File: config.mk
export PLATFORM = sky130hd
export DESIGN_NAME = cpu_control_unit
export DESIGN_NICKNAME = d
export VERILOG_FILES = /design/src/rtl/cpu_control_unit.sv
export SDC_FILE = /design/constraint.sdc
export NUM_CORES = 1
export LEC_CHECK = 0
export CAP_MARGIN = 20
export CORE_MARGIN = 5
export CORE_UTILIZATION = 45
export CTS_CLUSTER_SIZE = 20
export DETAILED_ROUTE_END_ITERATION = 16
export GPL_TIMING_DRIVEN = 0
export PLACE_DENSITY_LB_ADDON = 0.08
export SYNTH_ARGS = -nofsm -noshare
export SYNTH_HDL_FRONTEND = slang
export SYNTH_SLANG_ARGS = --single-unit
export TNS_END_PERCENT = 50
File: constraint.sdc
create_clock -name clk -period 3.8 [get_ports clk]
set_clock_uncertainty 0.2 [all_clocks]
set_input_delay 0.76 -clock clk [delete_from_list [all_inputs] [get_ports clk]]
set_output_delay 0.76 -clock clk [all_outputs]
set_load 0.1 [all_outputs]
File: src/rtl/cpu_control_unit.sv
`default_nettype none
// ============================================================================
//  Module   : cpu_control_unit
//  Purpose  : Multicycle control FSM sequencing fetch/decode/execute/writeback,
//             with memory-ready handshake, bounded wait timeout, halt/illegal
//             detection and a retired-instruction counter.
//  Revision : 1.0 - initial release
// ============================================================================
module cpu_control_unit #(
    parameter int OPCODE_SIZE = 5,
    parameter int WORD_SIZE   = 16,
    parameter int Z_BIT       = 0,
    parameter int WAIT_LIMIT  = 15,
    parameter int CNT_WIDTH   = 16
) (
    input  logic                   clk,
    input  logic                   rst,
    input  logic [OPCODE_SIZE-1:0] opcode,
    input  logic [WORD_SIZE-1:0]   status_reg,
    input  logic                   mem_ready,
    output logic                   ALU_in2_mux,
    output logic                   mem_out_mux,
    output logic [1:0]             PC_mux,
    output logic [1:0]             memory_addr_mux,
    output logic [1:0]             data_in_mux,
    output logic                   reg_buff1_write,
    output logic                   reg_buff2_write,
    output logic                   status_reg_write,
    output logic                   ALU_out_write,
    output logic                   reg_write,
    output logic                   PC_write,
    output logic                   IR_write,
    output logic                   mem_read,
    output logic                   mem_write,
    output logic                   halted,
    output logic                   error,
    output logic [CNT_WIDTH-1:0]   retired
);

    localparam logic [OPCODE_SIZE-1:0] c_op_load  = OPCODE_SIZE'(5'b11100);
    localparam logic [OPCODE_SIZE-1:0] c_op_store = OPCODE_SIZE'(5'b11101);
    localparam logic [OPCODE_SIZE-1:0] c_op_loadi = OPCODE_SIZE'(5'b11110);
    localparam logic [OPCODE_SIZE-1:0] c_op_jmp   = OPCODE_SIZE'(5'b11000);
    localparam logic [OPCODE_SIZE-1:0] c_op_brz   = OPCODE_SIZE'(5'b11001);
    localparam logic [OPCODE_SIZE-1:0] c_op_halt  = OPCODE_SIZE'(5'b11111);

    // Wait counter only needs to reach WAIT_LIMIT; it saturates when the limit is 0.
    localparam int                   c_wcw      = (WAIT_LIMIT < 1) ? 1 : $clog2(WAIT_LIMIT + 1);
    localparam logic [c_wcw-1:0]     c_wait_max = c_wcw'(WAIT_LIMIT);
    localparam logic [c_wcw-1:0]     c_wait_one = c_wcw'(1);
    localparam logic [CNT_WIDTH-1:0] c_cnt_one  = CNT_WIDTH'(1);

    typedef enum logic [3:0] {
        S_FETCH  = 4'd0,
        S_DECODE = 4'd1,
        S_EXEC   = 4'd2,
        S_ALU_WB = 4'd3,
        S_MEM_RD = 4'd4,
        S_MEM_WB = 4'd5,
        S_MEM_WR = 4'd6,
        S_LOADI  = 4'd7,
        S_JUMP   = 4'd8,
        S_HALT   = 4'd9
    } state_t;

    state_t               state_q, state_d;
    logic [c_wcw-1:0]     wait_q, wait_d;
    logic [CNT_WIDTH-1:0] retired_q;
    logic                 error_q;

    logic w_is_alu, w_is_jmp, w_is_brz;
    logic w_waiting, w_timeout, w_retire, w_set_err;
    logic unused_status;

    // Only the zero flag steers control; the other flags are deliberately ignored.
    assign unused_status = ^status_reg;

    assign w_is_alu  = ~opcode[OPCODE_SIZE-1];
    assign w_is_jmp  = (opcode == c_op_jmp);
    assign w_is_brz  = (opcode == c_op_brz);
    assign w_waiting = (state_q == S_FETCH) || (state_q == S_MEM_RD) || (state_q == S_MEM_WR);
    assign w_timeout = w_waiting && !mem_ready && (WAIT_LIMIT != 0) && (wait_q == c_wait_max);

    // Next state, retire and error-set decisions for the current state.
    always_comb begin
        state_d   = state_q;
        w_retire  = 1'b0;
        w_set_err = 1'b0;
        if (w_timeout) begin
            state_d   = S_HALT;
            w_set_err = 1'b1;
        end else begin
            case (state_q)
                S_FETCH:  if (mem_ready) state_d = S_DECODE;
                S_DECODE: begin
                    if (w_is_alu)                 state_d = S_EXEC;
                    else if (opcode == c_op_load)  state_d = S_MEM_RD;
                    else if (opcode == c_op_store) state_d = S_MEM_WR;
                    else if (opcode == c_op_loadi) state_d = S_LOADI;
                    else if (w_is_jmp || w_is_brz) state_d = S_JUMP;
                    else begin
                        state_d   = S_HALT;
                        w_set_err = (opcode != c_op_halt);
                    end
                end
                S_EXEC:   state_d = S_ALU_WB;
                S_MEM_RD: if (mem_ready) state_d = S_MEM_WB;
                S_MEM_WR: if (mem_ready) begin
                    state_d  = S_FETCH;
                    w_retire = 1'b1;
                end
                S_ALU_WB, S_MEM_WB, S_LOADI, S_JUMP: begin
                    state_d  = S_FETCH;
                    w_retire = 1'b1;
                end
                S_HALT:   state_d = S_HALT;
                default:  state_d = S_FETCH;
            endcase
        end
    end

    // Wait counter: counts cycles stalled on mem_ready, cleared everywhere else.
    always_comb begin
        wait_d = '0;
        if (w_waiting && !mem_ready && !w_timeout && (wait_q != {c_wcw{1'b1}}))
            wait_d = wait_q + c_wait_one;
    end

    // Control outputs decoded from the state; request-state enables follow mem_ready.
    always_comb begin
        ALU_in2_mux      = 1'b0;
        mem_out_mux      = 1'b0;
        PC_mux           = 2'd0;
        memory_addr_mux  = 2'd0;
        data_in_mux      = 2'd0;
        reg_buff1_write  = 1'b0;
        reg_buff2_write  = 1'b0;
        status_reg_write = 1'b0;
        ALU_out_write    = 1'b0;
        reg_write        = 1'b0;
        PC_write         = 1'b0;
        IR_write         = 1'b0;
        mem_read         = 1'b0;
        mem_write        = 1'b0;
        halted           = 1'b0;
        case (state_q)
            S_FETCH: begin
                mem_read = ~w_timeout;
                IR_write = mem_ready;
                PC_write = mem_ready;
            end
            S_DECODE: begin
                reg_buff1_write = 1'b1;
                reg_buff2_write = 1'b1;
            end
            S_EXEC: begin
                ALU_in2_mux      = ~opcode[3];
                ALU_out_write    = 1'b1;
                status_reg_write = 1'b1;
            end
            S_ALU_WB: reg_write = 1'b1;
            S_MEM_RD: begin
                memory_addr_mux = 2'd1;
                mem_read        = ~w_timeout;
            end
            S_MEM_WB: begin
                data_in_mux = 2'd1;
                reg_write   = 1'b1;
            end
            S_MEM_WR: begin
                memory_addr_mux = 2'd1;
                mem_write       = ~w_timeout;
            end
            S_LOADI: begin
                data_in_mux = 2'd2;
                reg_write   = 1'b1;
            end
            S_JUMP: begin
                PC_mux   = 2'd1;
                PC_write = w_is_jmp | (w_is_brz & status_reg[Z_BIT]);
            end
            S_HALT:  halted = 1'b1;
            default: ;
        endcase
    end

    // State, wait counter, retired counter and sticky error; reset wins over all.
    always_ff @(posedge clk) begin
        if (rst) begin
            state_q   <= S_FETCH;
            wait_q    <= '0;
            retired_q <= '0;
            error_q   <= 1'b0;
        end else begin
            state_q <= state_d;
            wait_q  <= wait_d;
            if (w_retire)
                retired_q <= retired_q + c_cnt_one;
            if (w_set_err)
                error_q <= 1'b1;
        end
    end

    assign retired = retired_q;
    assign error   = error_q;

endmodule
`default_nettype wire
==> run metrics <==
Min-Delay Path Class=reg -> reg; final wirelength=3540 um; Final Max Slew Viols=0; most common cell after layout, fill and taps aside=clkdlybuf4s50_1; Sw Share=0.548; WL per Instance=14.1 um; fin crit share=0.993; # fillers=275; placed cell count=247; Root Driver=clkbuf_4; non-filler instance count after layout=251; combinational group share of total power=0.606; Slew HR=0.339; asr flop ratio synth=0; Yosys reg bits=25; Die Ht=65.6 um; initial antenna violation count=0; Cell variety after synth=41; IO Count=59; predominant post-synthesis flop cell=dfxtp_1; crit-path max FO=5; share of post-route cells with drive strength above 1=0.0872; CTS tree=built; final hold viol count=0; # rows=20; vias in the first global route=1412; first-pass GRT wire length=6070 um; max-cap violation count=0; hold_ws=0.263 ns; Synth Warn #=0; Vias=1466; Core ar.=0.00300 mm^2; Final #Nets=245; GRT overflow=0; Die W=65.6 um; Syn Inst Count=172; Clock Sink Count=25; Final Setup Violations=0; P_sw=0.582 mW; CTS H-tree depth=1; starting DRC count in detailed routing=121; Syn Area/Cell=8.10 um^2; Clk network pwr share=0.109; Worst-Margin Slew=0.989 ns; Worst setup SP type=input pin; area grow syn2layout=35.0%; most frequent cells in the layout=clkdlybuf4s50_1, dfxtp_1, a21oi_1; CTS Buf Count=3; Post-CTS Setup Repair Bufs=0; Clock Latency Late Sink=0.31 ns; Sequential Power Share=0.285; Reg clk slew, reported paths=0.14 ns; Leak=0.695 nW; Core Util, Final=0.626; Clock Path Buffers=2; Post-route DRC=0; GPL Wtd Cong=0.808; mean number of vias per cell=5.84; Seq/Total Area, Yosys=0.359; RSZ-0062 raised after global routing=true; PwrDens=565 mW/mm^2; Internal Pwr Total=0.481 mW; gr usage total=0.173; TritonRoute pass-1 iters=4; Starting Density=0.464; largest net degree at the start of global routing=15; DRT antenna net count=0; die area=0.00431 mm^2; PortBufs=40; run status=completed; Netlist Area Pre-Place=0.00139 mm^2; WP data required=2.84 ns; VDD IR max=0.000505 V; Post-synth EDFFs=0; fmax=0.265 GHz; Worst Path Arrival=2.81 ns; WS Path Type=in -> out; Min Clock Period, post-route=3.77 ns; Critical Path End Type=primary output; Post-DP HPWL=2710 um; total inserted antenna cells=0
==> worst paths after layout <==
check | slack [ns] | startpoint | depth (start not counted) | to
worst min register to register | 0.26 | wait_q[0]$_SDFF_PP0_ | 1 | wait_q[0]$_SDFF_PP0_
worst max register to register | 1.49 | state_q[1]$_SDFFE_PP0P_ | 7 | retired[11]$_SDFFE_PP0P_
worst max-delay path | 0.03 | mem_ready | 5 | mem_write
worst min-delay path | 0.26 | wait_q[0]$_SDFF_PP0_ | 1 | wait_q[0]$_SDFF_PP0_
==> flip-flops by register name (all words and copies together), names as in the netlist <==
signal   cells
retired     16
state_q      4
wait_q       4
error        1
==> power groups by stage <==
stage,clock (mW),sequential [mW],combinational (mW)
after floorplan,0,0.336,0.494
after global placement,0,0.307,0.649
after detailed placement,0,0.308,0.656
after CTS,0.122,0.302,0.647
after global routing,0.135,0.306,0.677
final,0.116,0.303,0.644
==> cell type report <==
type	instances	area (um^2)	share of cell area
Tap cell	33	41.3	0.0220
Clock inverter	1	5.00	0.00266
Inverter	6	22.5	0.0120
Timing Repair Buffer	40	398	0.212
Buffer	16	93.8	0.0499
Clock buffer	3	22.5	0.0120
Multi-Input combinational cell	127	796	0.423
Sequential cell	25	500	0.266
==> metal layers <==
layer,global-route usage,vias up,part of all wire
li1,-,721,-
met1,0.202,693,0.42
met2,0.315,48,0.50
met3,0.0393,4,0.068
met4,0.0415,0,0.010
met5,0,-,0
==> per-stage QoR <==
step / TNS (ns) / power, mW / setup slack (ns) / instance area (um^2)
6_report: 0 / 1.06 / 0.0269 / 1880
5_1_grt: -0.0891 / 1.12 / -0.0539 / 1880
3_3_place_gp: -0.771 / 0.956 / -0.331 / 1850
3_5_place_dp: -0.884 / 0.964 / -0.342 / 1850
4_1_cts: -0.0269 / 1.07 / -0.0269 / 1880
2_1_floorplan: -1.88 / 0.830 / -0.794 / 1410
==> Yosys cell counts, drive strengths merged, types with 2 or more instances <==
| master | count | area share |
|---|---|---|
| a311oi | 2 | 0.013 |
| inv | 6 | 0.016 |
| and4 | 2 | 0.013 |
| o31ai | 5 | 0.027 |
| and3 | 2 | 0.0090 |
| dfxtp | 25 | 0.36 |
| nand2 | 6 | 0.016 |
| buf | 8 | 0.046 |
| nor4 | 3 | 0.013 |
| nand4 | 5 | 0.022 |
| clkbuf | 8 | 0.022 |
| or4 | 6 | 0.032 |
| nand3 | 8 | 0.029 |
| and2 | 2 | 0.0090 |
| o21ai | 12 | 0.043 |
| ha | 2 | 0.018 |
| nor3 | 2 | 0.0072 |
| or3 | 10 | 0.045 |
| a21oi | 18 | 0.065 |
| nor2 | 12 | 0.032 |
| nand2b | 5 | 0.022 |
| xor2 | 2 | 0.013 |
| nand3b | 2 | 0.011 |
| nor2b | 3 | 0.013 |
| a31oi | 2 | 0.0090 |
==> what timing repair did <==
item,in CTS,in global routing
gates cloned,0,0
gates resized for setup,4,5
endpoints found under the setup margin,4,6
hold buffers,0,0
==> critical path, cell delays in order <==
cell and delay [ns]:
clkdlybuf4s50_1 0.46, or4_1 0.53, nor2b_1 0.37, nor3_1 0.09, dlygate4sd2_1 0.61
==> cell families (layout without fill, tap and decap cells) <==
kind of cell / after synthesis / in the layout / synth area share
flip-flops: 25 / 25 / 0.359
AO/OA/AOI/OAI: 46 / 46 / 0.208
XOR/XNOR: 3 / 3 / 0.0189
adder cells (fa/ha/maj): 2 / 2 / 0.0180
multiplexers: 1 / 1 / 0.00719
other: 1 / 3 / 0.00269
AND/OR/NAND/NOR: 72 / 72 / 0.303
buffers and inverters: 22 / 66 / 0.0836
(Power assumes the default switching activity.)
